`config.mk`:
```
export PLATFORM = sky130hd
export DESIGN_NAME = gcd_engine_p
export DESIGN_NICKNAME = d
export VERILOG_FILES = /design/src/rtl/gcd_pkg.sv /design/src/rtl/gcd_ctrl_fsm.sv /design/src/rtl/gcd_engine_p.sv
export SDC_FILE = /design/constraint.sdc
export NUM_CORES = 1
export LEC_CHECK = 0
export BUFFER_PORTS_ARGS = -buffer_cell sky130_fd_sc_hd__buf_4
export CAP_MARGIN = 10
export CORE_ASPECT_RATIO = 1.5
export CORE_MARGIN = 2
export CORE_UTILIZATION = 59
export DETAILED_ROUTE_END_ITERATION = 8
export GPL_TIMING_DRIVEN = 0
export MAX_ROUTING_LAYER = met4
export PLACE_DENSITY = 0.77
export RECOVER_POWER = 25
export SYNTH_ARGS = -nofsm -noshare
export SYNTH_HDL_FRONTEND = slang
export SYNTH_SLANG_ARGS = --single-unit
```
`constraint.sdc`:
```
create_clock -name clk -period 2.9 [get_ports clk]
set_input_delay 0.58 -clock clk [delete_from_list [all_inputs] [get_ports clk]]
set_output_delay 0.58 -clock clk [all_outputs]
set_load 0.02 [all_outputs]
```
`src/rtl/gcd_pkg.sv`:
```
// Shared types and helpers for the parametrised GCD engine: controller states,
// datapath operation codes and the width of the power-of-two shift register k.
package gcd_pkg;

  typedef enum logic [1:0] {
    IDLE,
    CALC,
    SHIFT,
    DONE
  } state_e;

  // One operation per cycle, chosen by the controller and executed by the datapath.
  typedef enum logic [3:0] {
    OP_NONE,
    OP_LOAD,
    OP_SUB_A,
    OP_SUB_B,
    OP_SUBH_A,
    OP_SUBH_B,
    OP_HALVE_BOTH,
    OP_HALVE_A,
    OP_HALVE_B,
    OP_RES_A,
    OP_RES_B,
    OP_RES_SHIFT
  } op_e;

  localparam int ALGO_SUB   = 0;
  localparam int ALGO_STEIN = 1;

  // k counts common factors of two, so it never exceeds WIDTH.
  function automatic int k_width(input int width);
    return $clog2(width) + 1;
  endfunction

endpackage

```
`src/rtl/gcd_ctrl_fsm.sv`:
```
// GCD controller: sequences IDLE/CALC/SHIFT/DONE, picks the datapath operation
// from the comparator flags, drives busy/done and the saturating iteration count.
module gcd_ctrl_fsm
  import gcd_pkg::*;
#(
  parameter int ALGO  = ALGO_SUB,
  parameter int CNT_W = 16
) (
  input  logic             clk,
  input  logic             rst_n,
  input  logic             start_i,
  input  logic             eq_i,
  input  logic             gt_i,
  input  logic             a_even_i,
  input  logic             b_even_i,
  input  logic             a_zero_i,
  input  logic             b_zero_i,
  output op_e              op_o,
  output logic             busy_o,
  output logic             done_o,
  output logic [CNT_W-1:0] iter_count_o
);

  state_e           state_q, state_d;
  logic [CNT_W-1:0] iter_q;

  // NOTE: sequential state uses non-blocking assignments so every register
  // samples the pre-edge values regardless of process ordering.
  always_ff @(posedge clk or negedge rst_n) begin
    if (!rst_n) state_q <= IDLE;
    else        state_q <= state_d;
  end

  // NOTE: every combinational output gets a default first, so no path infers a latch.
  always_comb begin
    state_d = state_q;
    unique case (state_q)
      IDLE:  if (start_i) state_d = CALC;
      CALC: begin
        if (a_zero_i || b_zero_i) begin
          state_d = DONE;
        end else if (ALGO == ALGO_STEIN) begin
          if (!a_even_i && !b_even_i && eq_i) state_d = SHIFT;
        end else if (eq_i) begin
          state_d = DONE;
        end
      end
      SHIFT: state_d = DONE;
      DONE:  state_d = IDLE;
      default: state_d = IDLE;
    endcase
  end

  always_comb begin
    op_o = OP_NONE;
    unique case (state_q)
      IDLE: if (start_i) op_o = OP_LOAD;
      CALC: begin
        if (a_zero_i)      op_o = OP_RES_B;
        else if (b_zero_i) op_o = OP_RES_A;
        else if (ALGO == ALGO_STEIN) begin
          if (a_even_i && b_even_i) op_o = OP_HALVE_BOTH;
          else if (a_even_i)        op_o = OP_HALVE_A;
          else if (b_even_i)        op_o = OP_HALVE_B;
          else if (eq_i)            op_o = OP_NONE;
          else if (gt_i)            op_o = OP_SUBH_A;
          else                      op_o = OP_SUBH_B;
        end else begin
          if (eq_i)      op_o = OP_RES_A;
          else if (gt_i) op_o = OP_SUB_A;
          else           op_o = OP_SUB_B;
        end
      end
      SHIFT:   op_o = OP_RES_SHIFT;
      default: op_o = OP_NONE;
    endcase
  end

  assign busy_o       = (state_q == CALC) || (state_q == SHIFT);
  assign done_o       = (state_q == DONE);
  assign iter_count_o = iter_q;

  // Held from the end of an op until the next accepted start.
  always_ff @(posedge clk or negedge rst_n) begin
    if (!rst_n) begin
      iter_q <= '0;
    end else if (state_q == IDLE && start_i) begin
      iter_q <= '0;
    end else if (busy_o && iter_q != {CNT_W{1'b1}}) begin
      iter_q <= iter_q + 1'b1;
    end
  end

endmodule

```
`src/rtl/gcd_engine_p.sv`:
```
// Parametrised GCD engine: operand/result datapath plus the controller.
// ALGO selects subtractive Euclid or binary (Stein) at elaboration time.
module gcd_engine_p
  import gcd_pkg::*;
#(
  parameter int WIDTH = 16,
  parameter int ALGO  = ALGO_SUB,
  parameter int CNT_W = 16
) (
  input  logic             clk,
  input  logic             rst_n,
  input  logic             start,
  input  logic [WIDTH-1:0] a_in,
  input  logic [WIDTH-1:0] b_in,
  output logic             busy,
  output logic             done,
  output logic [WIDTH-1:0] result,
  output logic [CNT_W-1:0] iter_count
);

  localparam int KW = k_width(WIDTH);

  logic [WIDTH-1:0] a_q, b_q, result_q;
  logic [KW-1:0]    k_q;
  logic [WIDTH-1:0] diff_ab, diff_ba;
  logic             eq, gt, a_even, b_even, a_zero, b_zero;
  op_e              op;

  assign eq      = (a_q == b_q);
  assign gt      = (a_q > b_q);
  assign a_even  = ~a_q[0];
  assign b_even  = ~b_q[0];
  assign a_zero  = (a_q == '0);
  assign b_zero  = (b_q == '0);
  assign diff_ab = a_q - b_q;
  assign diff_ba = b_q - a_q;

  gcd_ctrl_fsm #(
    .ALGO  (ALGO),
    .CNT_W (CNT_W)
  ) u_ctrl (
    .clk          (clk),
    .rst_n        (rst_n),
    .start_i      (start),
    .eq_i         (eq),
    .gt_i         (gt),
    .a_even_i     (a_even),
    .b_even_i     (b_even),
    .a_zero_i     (a_zero),
    .b_zero_i     (b_zero),
    .op_o         (op),
    .busy_o       (busy),
    .done_o       (done),
    .iter_count_o (iter_count)
  );

  // Subtractions only fire on the larger operand, so they never wrap.
  always_ff @(posedge clk or negedge rst_n) begin
    if (!rst_n) begin
      a_q      <= '0;
      b_q      <= '0;
      k_q      <= '0;
      result_q <= '0;
    end else begin
      unique case (op)
        OP_LOAD: begin
          a_q <= a_in;
          b_q <= b_in;
          k_q <= '0;
        end
        OP_SUB_A:  a_q <= diff_ab;
        OP_SUB_B:  b_q <= diff_ba;
        OP_SUBH_A: a_q <= diff_ab >> 1;
        OP_SUBH_B: b_q <= diff_ba >> 1;
        OP_HALVE_BOTH: begin
          a_q <= a_q >> 1;
          b_q <= b_q >> 1;
          k_q <= k_q + 1'b1;
        end
        OP_HALVE_A:   a_q      <= a_q >> 1;
        OP_HALVE_B:   b_q      <= b_q >> 1;
        OP_RES_A:     result_q <= a_q;
        OP_RES_B:     result_q <= b_q;
        OP_RES_SHIFT: result_q <= a_q << k_q;
        default: ;
      endcase
    end
  end

  assign result = result_q;

endmodule

```
# Word level (Yosys, flattened, before mapping)
# Index checks and enable logic that the tools add are counted.
totals:
  register_bits: 71
  in_bits: 35
  output_inout_bits: 34
  elab_cells: 61
op_classes:
  addsub: 4
  magnitude_cmp: 1
  n_eq_ne: 18
  shift: 1
  mux: 16
  reduce_logical: 15
ops:
  columns: ["operator", "n"]
  rows:
  - ["$pmux W16 S4", 2]
  - ["$pmux W16 S3", 1]
  - ["$logic_not A16 Y1", 2]
  - ["$mux W16", 2]
  - ["$sub A16 B16 Y16", 2]
  - ["$add A16 B1 Y16 const B", 1]
  - ["$eq A16 B16 Y1", 1]
  - ["$eq A4 B3 Y1 const B", 4]
  - ["$eq A4 B4 Y1 const B", 4]
  - ["$gt A16 B16 Y1", 1]
  - ["$ne A16 B16 Y1 const B", 1]
  - ["$shl A16 B5 Y16", 1]
  - ["$mux W4", 3]
  - ["$pmux W4 S3", 1]
  - ["$pmux W5 S2", 1]
  - ["$eq A4 B2 Y1 const B", 2]
  - ["$pmux W2 S4", 1]
  - ["$reduce_bool A4 Y1", 2]
  - ["$mux W2", 3]
  - ["$add A5 B1 Y5 const B", 1]
  - ["$eq A2 B2 Y1 const B", 2]
  - ["$eq A4 B1 Y1 const B", 1]
  - ["$reduce_bool A2 Y1", 2]
  - ["$reduce_or A2 Y1", 2]
  - ["9 further kinds", 12]

# Logic depth before layout (Yosys ltp)
# Gate-level depths: netlist of the first run.
depth:
  ltp_word: 9
  depth_mapped: 13
  mapped_depth_nobuf: 11

# Cells and area by module
# Synthesis of the first run repeated with hierarchy kept, for this count alone.
unflattened:
  cells_unflattened: 808
  hier_area_um2: 6326.1
by_module_without_submodules:
  columns: ["module", "instances", "cells_each", "area_each_um2", "seq_area_each_um2"]
  rows:
  - ["gcd_engine_p", 1, 687, 5223.8, 1326.3]
  - ["gcd_ctrl_fsm", 1, 121, 1102.3, 450.4]

# Least setup slack after synthesis of the first run
# OpenSTA, ideal clock, no wires.
synth_path:
  path_kind: "reg2reg"
  startpoint: "register a_q[0]"
  endpoint: "register result_q[10], in the netlist result[10]"
  setup_time_ns: 0.137
  t_arrival_ns: 2.480
  required_ns: 2.763
  slack_ns: 0.283
  path_stages_with_launch: 12
  n_path_buf: 1
  period_less_slack_ns: 2.617
  cell_sequence: "dfrtp_1 > inv_1 > ha_1 > fa_1 > nor2b_1 > o31a_1 > o21a_1 > a21oi_4 > o21ai_2 > buf_6 > mux2i_1 > a21oi_1"
synth_between:
  elab_chain_len: 8
  word_cells_on_any_way: 14
  classes_between: "order compare: 1; eq/ne: 4; shift: 1; mux: 6; reduce/logical: 2"
synth_rtl:
  columns: ["element", "line", "source"]
  rows:
  - ["start: declaration", "gcd_engine_p.sv:23", "logic [WIDTH-1:0] a_q, b_q, result_q;"]
  - ["start signal: assignment", "gcd_engine_p.sv:67", "a_q <= a_in;"]
  - ["start signal: assignment", "gcd_engine_p.sv:71", "OP_SUB_A: a_q <= diff_ab;"]
  - ["start signal: assignment", "gcd_engine_p.sv:73", "OP_SUBH_A: a_q <= diff_ab >> 1;"]
  - ["$gt A16 B16 Y1", "gcd_engine_p.sv:30", "assign gt = (a_q > b_q);"]
  - ["$mux W1", "gcd_ctrl_fsm.sv:70", "else if (gt_i) op_o = OP_SUB_A;"]
  - ["$mux W4", "gcd_ctrl_fsm.sv:69", "if (eq_i) op_o = OP_RES_A;"]
  - ["$mux W4", "gcd_ctrl_fsm.sv:60", "else if (b_zero_i) op_o = OP_RES_A;"]
  - ["$mux W4", "gcd_ctrl_fsm.sv:59", "if (a_zero_i) op_o = OP_RES_B;"]
  - ["$pmux W4 S3", "gcd_ctrl_fsm.sv:56", "unique case (state_q)"]
  - ["$eq A4 B4 Y1", "gcd_engine_p.sv:65", "unique case (op)"]
  - ["$pmux W16 S3 or $reduce_bool A3 Y1 (tied branches)", null, null]
  - ["end signal: assignment", "gcd_engine_p.sv:82", "OP_RES_A: result_q <= a_q;"]
  - ["end signal: assignment", "gcd_engine_p.sv:83", "OP_RES_B: result_q <= b_q;"]
  - ["end signal: assignment", "gcd_engine_p.sv:84", "OP_RES_SHIFT: result_q <= a_q << k_q;"]
  - ["end: declaration", "gcd_engine_p.sv:23", null]
# Several ways; a longest one is shown, not always the timed one.
# A chain may end at the register's enable or synchronous reset.

# Worst setup path after layout of the first run
layout_path:
  startpoint: "register b_q[11]"
  endpoint: "register b_q[6]"
layout_between:
  elab_chain_len: 9
  word_cells_on_any_way: 16
  classes_between: "order compare: 1; eq/ne: 6; mux: 6; reduce/logical: 3"
layout_rtl:
  columns: ["element", "line", "source"]
  rows:
  - ["start: declaration", "gcd_engine_p.sv:23", null]
  - ["start signal: assignment", "gcd_engine_p.sv:68", "b_q <= b_in;"]
  - ["start signal: assignment", "gcd_engine_p.sv:72", "OP_SUB_B: b_q <= diff_ba;"]
  - ["start signal: assignment", "gcd_engine_p.sv:74", "OP_SUBH_B: b_q <= diff_ba >> 1;"]
  - ["$gt A16 B16 Y1", "gcd_engine_p.sv:30", null]
  - ["$mux W1", "gcd_ctrl_fsm.sv:70", null]
  - ["$mux W4", "gcd_ctrl_fsm.sv:69", null]
  - ["$mux W4 (*)", "gcd_ctrl_fsm.sv:60", null]
  - ["$mux W4 (*)", "gcd_ctrl_fsm.sv:59", null]
  - ["$pmux W4 S3 (*)", "gcd_ctrl_fsm.sv:56", null]
  - ["$eq A4 B3 Y1 or $eq A4 B4 Y1 (tied branches)", "gcd_engine_p.sv:65", null]
  - ["$reduce_or A2 Y1 (no line)", null, null]
  - ["$pmux W16 S4 or $reduce_bool A4 Y1 (tied branches)", null, null]
# Every way passes the cells marked *; elsewhere a longest branch is shown, timed or not.

==> results of run 1 <==
## final timing paths
path | end | from | depth (start not counted)
max in group asynchronous | a_q[0]$_DFFE_PN0P_ | rst_n | 1
min in group asynchronous | a_q[12]$_DFFE_PN0P_ | rst_n | 1
worst max register to register | b_q[6]$_DFFE_PN0P_ | b_q[11]$_DFFE_PN0P_ | 11
worst max-delay path | b_q[6]$_DFFE_PN0P_ | b_q[11]$_DFFE_PN0P_ | 11
worst min register to register | result[1]$_DFFE_PN0P_ | result[1]$_DFFE_PN0P_ | 2
worst min-delay path | a_q[12]$_DFFE_PN0P_ | a_in[12] | 3
## worst reg2reg max path, cell delays in order (launching register included)
cell and delay [ns]:
dfrtp_2 0.43, ha_1 0.31, buf_6 0.13, nand4_1 0.21, nor4_4 0.44, o21ai_2 0.16, a211oi_2 0.29, a31oi_4 0.12
and2_4 0.20, buf_6 0.12, buf_8 0.15, a22oi_2 0.19
## metal layers
layer  vias up  wire length, um  part of all wire, %  GRT usage (%)
met2       250             8740                   53           60.2
met5         -                0                    0              -
li1       2333                -                    -              -
met3        81              960                  5.8           6.69
met1      2443             5800                   35           38.0
met4         0             1100                  6.6           23.1
## cells in the final DEF, fill, tap and decap left out, types with 8 or more instances in the layout
master,instances
xor2_1,20
clkbuf_16,9
inv_1,46
nor4_1,8
a22oi_2,11
o21ai_1,8
nand3_1,8
buf_6,8
dfrtp_2,18
a21o_1,10
nand4_1,10
ha_1,37
a22oi_1,19
nor2_1,53
buf_4,102
o21ai_0,40
nand2_1,34
a21oi_1,40
mux2i_1,42
nor3_1,8
dfrtp_1,48
xnor2_1,16
## logic make-up (layout without fill, tap and decap cells)
| kind of cell | count (synthesis) | in the layout | share of synthesized area [%] |
|---|---|---|---|
| AOI/OAI and AO/OA | 169 | 169 | 21.6 |
| xor gates and xnor gates | 36 | 36 | 5.97 |
| adders and majority gates | 39 | 39 | 9.52 |
| and+or+nand+nor | 161 | 161 | 16.6 |
| muxes | 43 | 43 | 8.17 |
| buffers and inverters | 77 | 188 | 6.92 |
| DFF | 66 | 66 | 31.3 |
## cell usage after synthesis (4+ instances only)
cell type	number	area, sq um
nand2_1	34	128
a22oi_1	20	150
buf_2	10	50.1
xnor2_1	16	140
o21a_1	5	37.5
xor2_1	20	175
buf_6	4	45.0
a21o_1	10	75.1
mux2i_1	42	420
a22oi_2	10	125
nor3_1	8	40.0
buf_4	9	67.6
a21oi_1	43	215
a31oi_1	5	31.3
o211ai_1	4	30.0
inv_1	46	173
nor2_1	53	199
nand4_1	10	62.6
dfrtp_1	66	1650
nand3_1	8	40.0
ha_1	37	463
nor4_2	4	50.1
nor4_1	9	56.3
and3_1	4	25.0
nor2b_1	4	25.0
o21ai_1	8	40.0
o21ai_0	40	200
clkbuf_1	8	30.0
nand3b_1	6	45.0
## sequential cells by signal, summed over array words and instances, names as in the netlist
register	cells
a_q	16
b_q	16
result	16
u_ctrl.iter_count_o	16
u_ctrl.state_q	2
## layout make-up
class	count	share of cell area [%]
Buffer	31	3.72
Clock buffer	10	3.45
Clock inverter	6	2.08
Inverter	46	2.60
Multi-Input combinational cell	448	50.1
Sequential cell	66	25.3
Tap cell	110	2.08
Timing Repair Buffer	95	10.7
## per-stage QoR
stage | instance area (sq um) | instances | TNS [ns] | setup slack, ns
after detailed placement | 5930 | 769 | -14.24 | -0.503
final | 6630 | 812 | 0 | 0.0617
after floorplan | 5280 | 591 | 0 | 0.283
after global routing | 6630 | 812 | -0.799 | -0.0724
after CTS | 6400 | 794 | 0 | 0.0106
after global placement | 5930 | 769 | -11.85 | -0.436
## what timing repair did
action                                  4_1_cts  5_1_grt
hold endpoints to repair                      0        0
resized for setup                            16       41
endpoints found under the setup margin       48       46
pin swaps                                     7       10
setup buffers                                 9       18
==> metrics.csv, run 1 <==
metric,value,unit
outcome,finished with violations,
failing checks,"max-capacitance violations, max-slew violations",
CP dominant cell by count,buf_6,
Post-Syn Instances,591,
CTS tree,yes,
#FFs+latches synth,66,
I/O pins,69,
worst stage delay on the critical path,0.44,ns
vias in the first global route,4993,
Setup Crit Path Kind,reg2reg,
clock buffer count from CTS,9,
unique cell type count in the Yosys netlist,62,
worst hold path type,in2reg,
Max Transition Viols Final,67,
initial core utilization,60.2,%
antenna violations before repair,0,
R2R Setup Slk,0.06,ns
final-report hold violation count,0,
crit share post-route,97.9,%
hold_ws,0.505,ns
Final Wtd Congestion,0.995,
crit path time final,2.84,ns
Die Area,9740,sq um
total of max-cap violations,1,
synthesis-to-layout area growth,25.5,%
Detailed Route WL,16.6,mm
total congestion overflow,0,
layout cells sized above 1,27.8,%
final core occ,75.5,%
Port Buf Inserts,68,
Rows,42,
CTS Sinks,66,
Detailed Route Iter0 Violations,379,
DR vias/cell,6.29,
Critical Path Sink Type,flip-flop,
"Reg clk slew, reported paths",0.06,ns
Crit Path Max Fanout,10,
# fillers,633,
DP Wirelength,12.1,mm
Vias,5107,
Post-route DRC,0,
Syn Area/Cell,8.94,sq um
WL per Instance,20.4,um
ys async rst share,100,%
1st-pass router iterations,5,
worst skew pair latency,0.34,ns
# H-tree levels,3,
first-pass GRT wire length,25.3,mm
CTS Buffer Depth,2,
largest net degree at the start of global routing,67,
worst path buffer plus inverter count,3,
cell family with most CP delay,simple AND/OR/NAND/NOR gates,
Crit-path slowest cell,nor4_4,
Synth warnings,0,
Nets,771,
number of enable flip-flop cells after synthesis,0,
Mapped Area,5280,sq um
# diodes,0,
chip width,81.3,um
Placeable Area,8780,sq um
crit path DAT,3.10,ns
Slew HR,-15.4,%
Crit path required time,3.16,ns
sequential cell area,1670,sq um
worst slew pin tran,1.73,ns
Global Route Usage Sum,36.0,%
top_reg_cell synth,dfrtp_1,
Syn Nets,665,
crit-path cells,ha_1 > buf_6 > nand4_1 > nor4_4 > o21ai_2 > a211oi_2 > a31oi_4 > and2_4 > buf_6 > buf_8 > a22oi_2,
Die Y,120,um
final setup vio count,0,
clock root cell,clkbuf_16,
sequential share of the synthesized area,31.3,%
footprint of the multi-input gates,3320,sq um
Routed Antenna Nets,0,
clk_skew,0.0107,ns
fmax,352,MHz
cts-stage hold buffer count,0,
CP Launch Type,flip-flop,
Power of run 1 is left out: the tool's default activity adds up to more than one toggle a clock period on the data nets, which glitch-free logic cannot reach.
==> run 2, diff against run 1 <==
--- a/config.mk
+++ b/config.mk
@@ -7,7 +7,7 @@
 export LEC_CHECK = 0
 export BUFFER_PORTS_ARGS = -buffer_cell sky130_fd_sc_hd__buf_4
 export CAP_MARGIN = 10
-export CORE_ASPECT_RATIO = 1.5
+export CORE_ASPECT_RATIO = 1.4
 export CORE_MARGIN = 2
 export CORE_UTILIZATION = 59
 export DETAILED_ROUTE_END_ITERATION = 8
==> run 2 against run 1 <==
  * The flow still finishes with violations (max-capacitance violations, max-slew violations)
  * Worst hold slack improved by 0.0037 ns
  * Cell count decreased by 1.6%
  * Clock-buffer cell count did not move
  * Final area decreased by 1.8%
  * Global-route usage decreased by 0.74 points
  * Worst setup slack worse by 0.040 ns
  * Register-to-register slack got worse by 0.04 ns
  * Maximum frequency shrank 1.4%
  * Clock skew decreased by 0.0015 ns
  * Non-clock buffer count is 8 lower
==> metrics.csv, run 2 (synthesis results as in run 1) <==
metric,value,unit
outcome,finished with violations,
failing checks,"max-capacitance violations, max-slew violations",
crit path DAT,3.09,ns
crit-path cells,ha_1 > fa_1 > nor2b_2 > o31a_1 > o211ai_1 > and4b_1 > buf_6 > nor2_4 > and2_4 > buf_6 > buf_12 > a22oi_2,
antenna violations before repair,0,
worst slew pin tran,1.75,ns
Crit path required time,3.11,ns
CTS Sinks,66,
I/O pins,69,
crit share post-route,99.3,%
clock buffer count from CTS,9,
Die Y,116,um
Rows,40,
layout cells sized above 1,28.0,%
worst skew pair latency,0.35,ns
1st-pass router iterations,8,
worst path buffer plus inverter count,3,
synthesis-to-layout area growth,23.3,%
CP Launch Type,flip-flop,
Crit Path Max Fanout,10,
clk_skew,0.00923,ns
# H-tree levels,3,
initial core utilization,61.0,%
DR vias/cell,6.30,
"leading cell type in the layout, fill and taps excluded",buf_4,
Global Route Usage Sum,35.2,%
vias in the first global route,4990,
final setup vio count,0,
total congestion overflow,0,
# fillers,648,
cell family with most CP delay,simple AND/OR/NAND/NOR gates,
Detailed Route WL,16.4,mm
clock root cell,clkbuf_16,
Slew HR,-16.8,%
final-report hold violation count,0,
Post-route DRC,0,
# diodes,0,
worst stage delay on the critical path,0.42,ns
DP Wirelength,12.1,mm
"commonest non-fill, non-tap cells in the layout","97 x buf_4, 52 x nor2_1, 46 x inv_1",
first-pass GRT wire length,25.6,mm
chip width,84.0,um
fmax,347,MHz
CTS Buffer Depth,2,
largest net degree at the start of global routing,67,
Critical Path Sink Type,flip-flop,
Nets,763,
Crit-path slowest cell,fa_1,
total of max-cap violations,1,
Routed Antenna Nets,0,
Setup Crit Path Kind,reg2reg,
Port Buf Inserts,68,
RSZ-0062 raised after global routing,true,
Max Transition Viols Final,67,
Die Area,9730,sq um
cts-stage hold buffer count,0,
Vias,5034,
CTS tree,yes,
Final Wtd Congestion,0.970,
WL per Instance,20.5,um
"Reg clk slew, reported paths",0.06,ns
Placeable Area,8660,sq um
final core occ,75.2,%
CP dominant cell by count,buf_6,
worst hold path type,in2reg,
crit path time final,2.88,ns
Detailed Route Iter0 Violations,450,
run 2: worst paths after layout:
check                                       start                     end  slack (ns)  depth (start not counted)
setup / recovery               b_q[0]$_DFFE_PN0P_      b_q[1]$_DFFE_PN0P_        0.02                         12
hold / removal                           a_in[12]     a_q[12]$_DFFE_PN0P_        0.51                          3
setup reg to reg               b_q[0]$_DFFE_PN0P_      b_q[1]$_DFFE_PN0P_        0.02                         12
hold reg to reg            result[14]$_DFFE_PN0P_  result[14]$_DFFE_PN0P_        0.53                          2
max in group asynchronous                   rst_n      a_q[3]$_DFFE_PN0P_        1.02                          1
min in group asynchronous                   rst_n     a_q[12]$_DFFE_PN0P_        0.69                          1
run 2: cell type report:
class / instances / area (sq um) / area share [%]
Inverter: 46 / 173 / 2.65
Clock buffer: 10 / 239 / 3.67
Multi-Input combinational cell: 448 / 3340 / 51.3
Timing Repair Buffer: 87 / 651 / 9.99
Sequential cell: 66 / 1680 / 25.8
Clock inverter: 6 / 65.1 / 0.999
Buffer: 31 / 235 / 3.61
Tap cell: 105 / 131 / 2.02
run 2: tightest hold or removal path: stages:
cell and delay (ns):
buf_4 0.07, mux2i_1 0.05, o21ai_1 0.10
run 2: timing repair:
action	4_1_cts	5_1_grt
pin swaps	8	10
resized for setup	22	37
setup buffers	12	7
setup endpoints to repair	46	45
run 2: layer usage:
layer  track usage (%)  wire, um
met5                 -         0
met4              18.5       832
met3              4.13       787
met2              62.2      8560
met1              39.2      6220
run 2: through the flow:
| step | TNS (ns) | area [sq um] | hold slack [ns] | setup slack [ns] | cells |
|---|---|---|---|---|---|
| 2_1_floorplan | 0 | 5280 | 0.284 | 0.283 | 591 |
| 3_3_place_gp | -7.86 | 5920 | 0.522 | -0.341 | 764 |
| 3_5_place_dp | -11.32 | 5920 | 0.526 | -0.430 | 764 |
| 4_1_cts | 0 | 6380 | 0.381 | 0.0152 | 792 |
| 5_1_grt | -0.0104 | 6510 | 0.546 | -0.00790 | 799 |
| 6_report | 0 | 6510 | 0.509 | 0.0215 | 799 |
Power of run 2 is left out for the same reason.
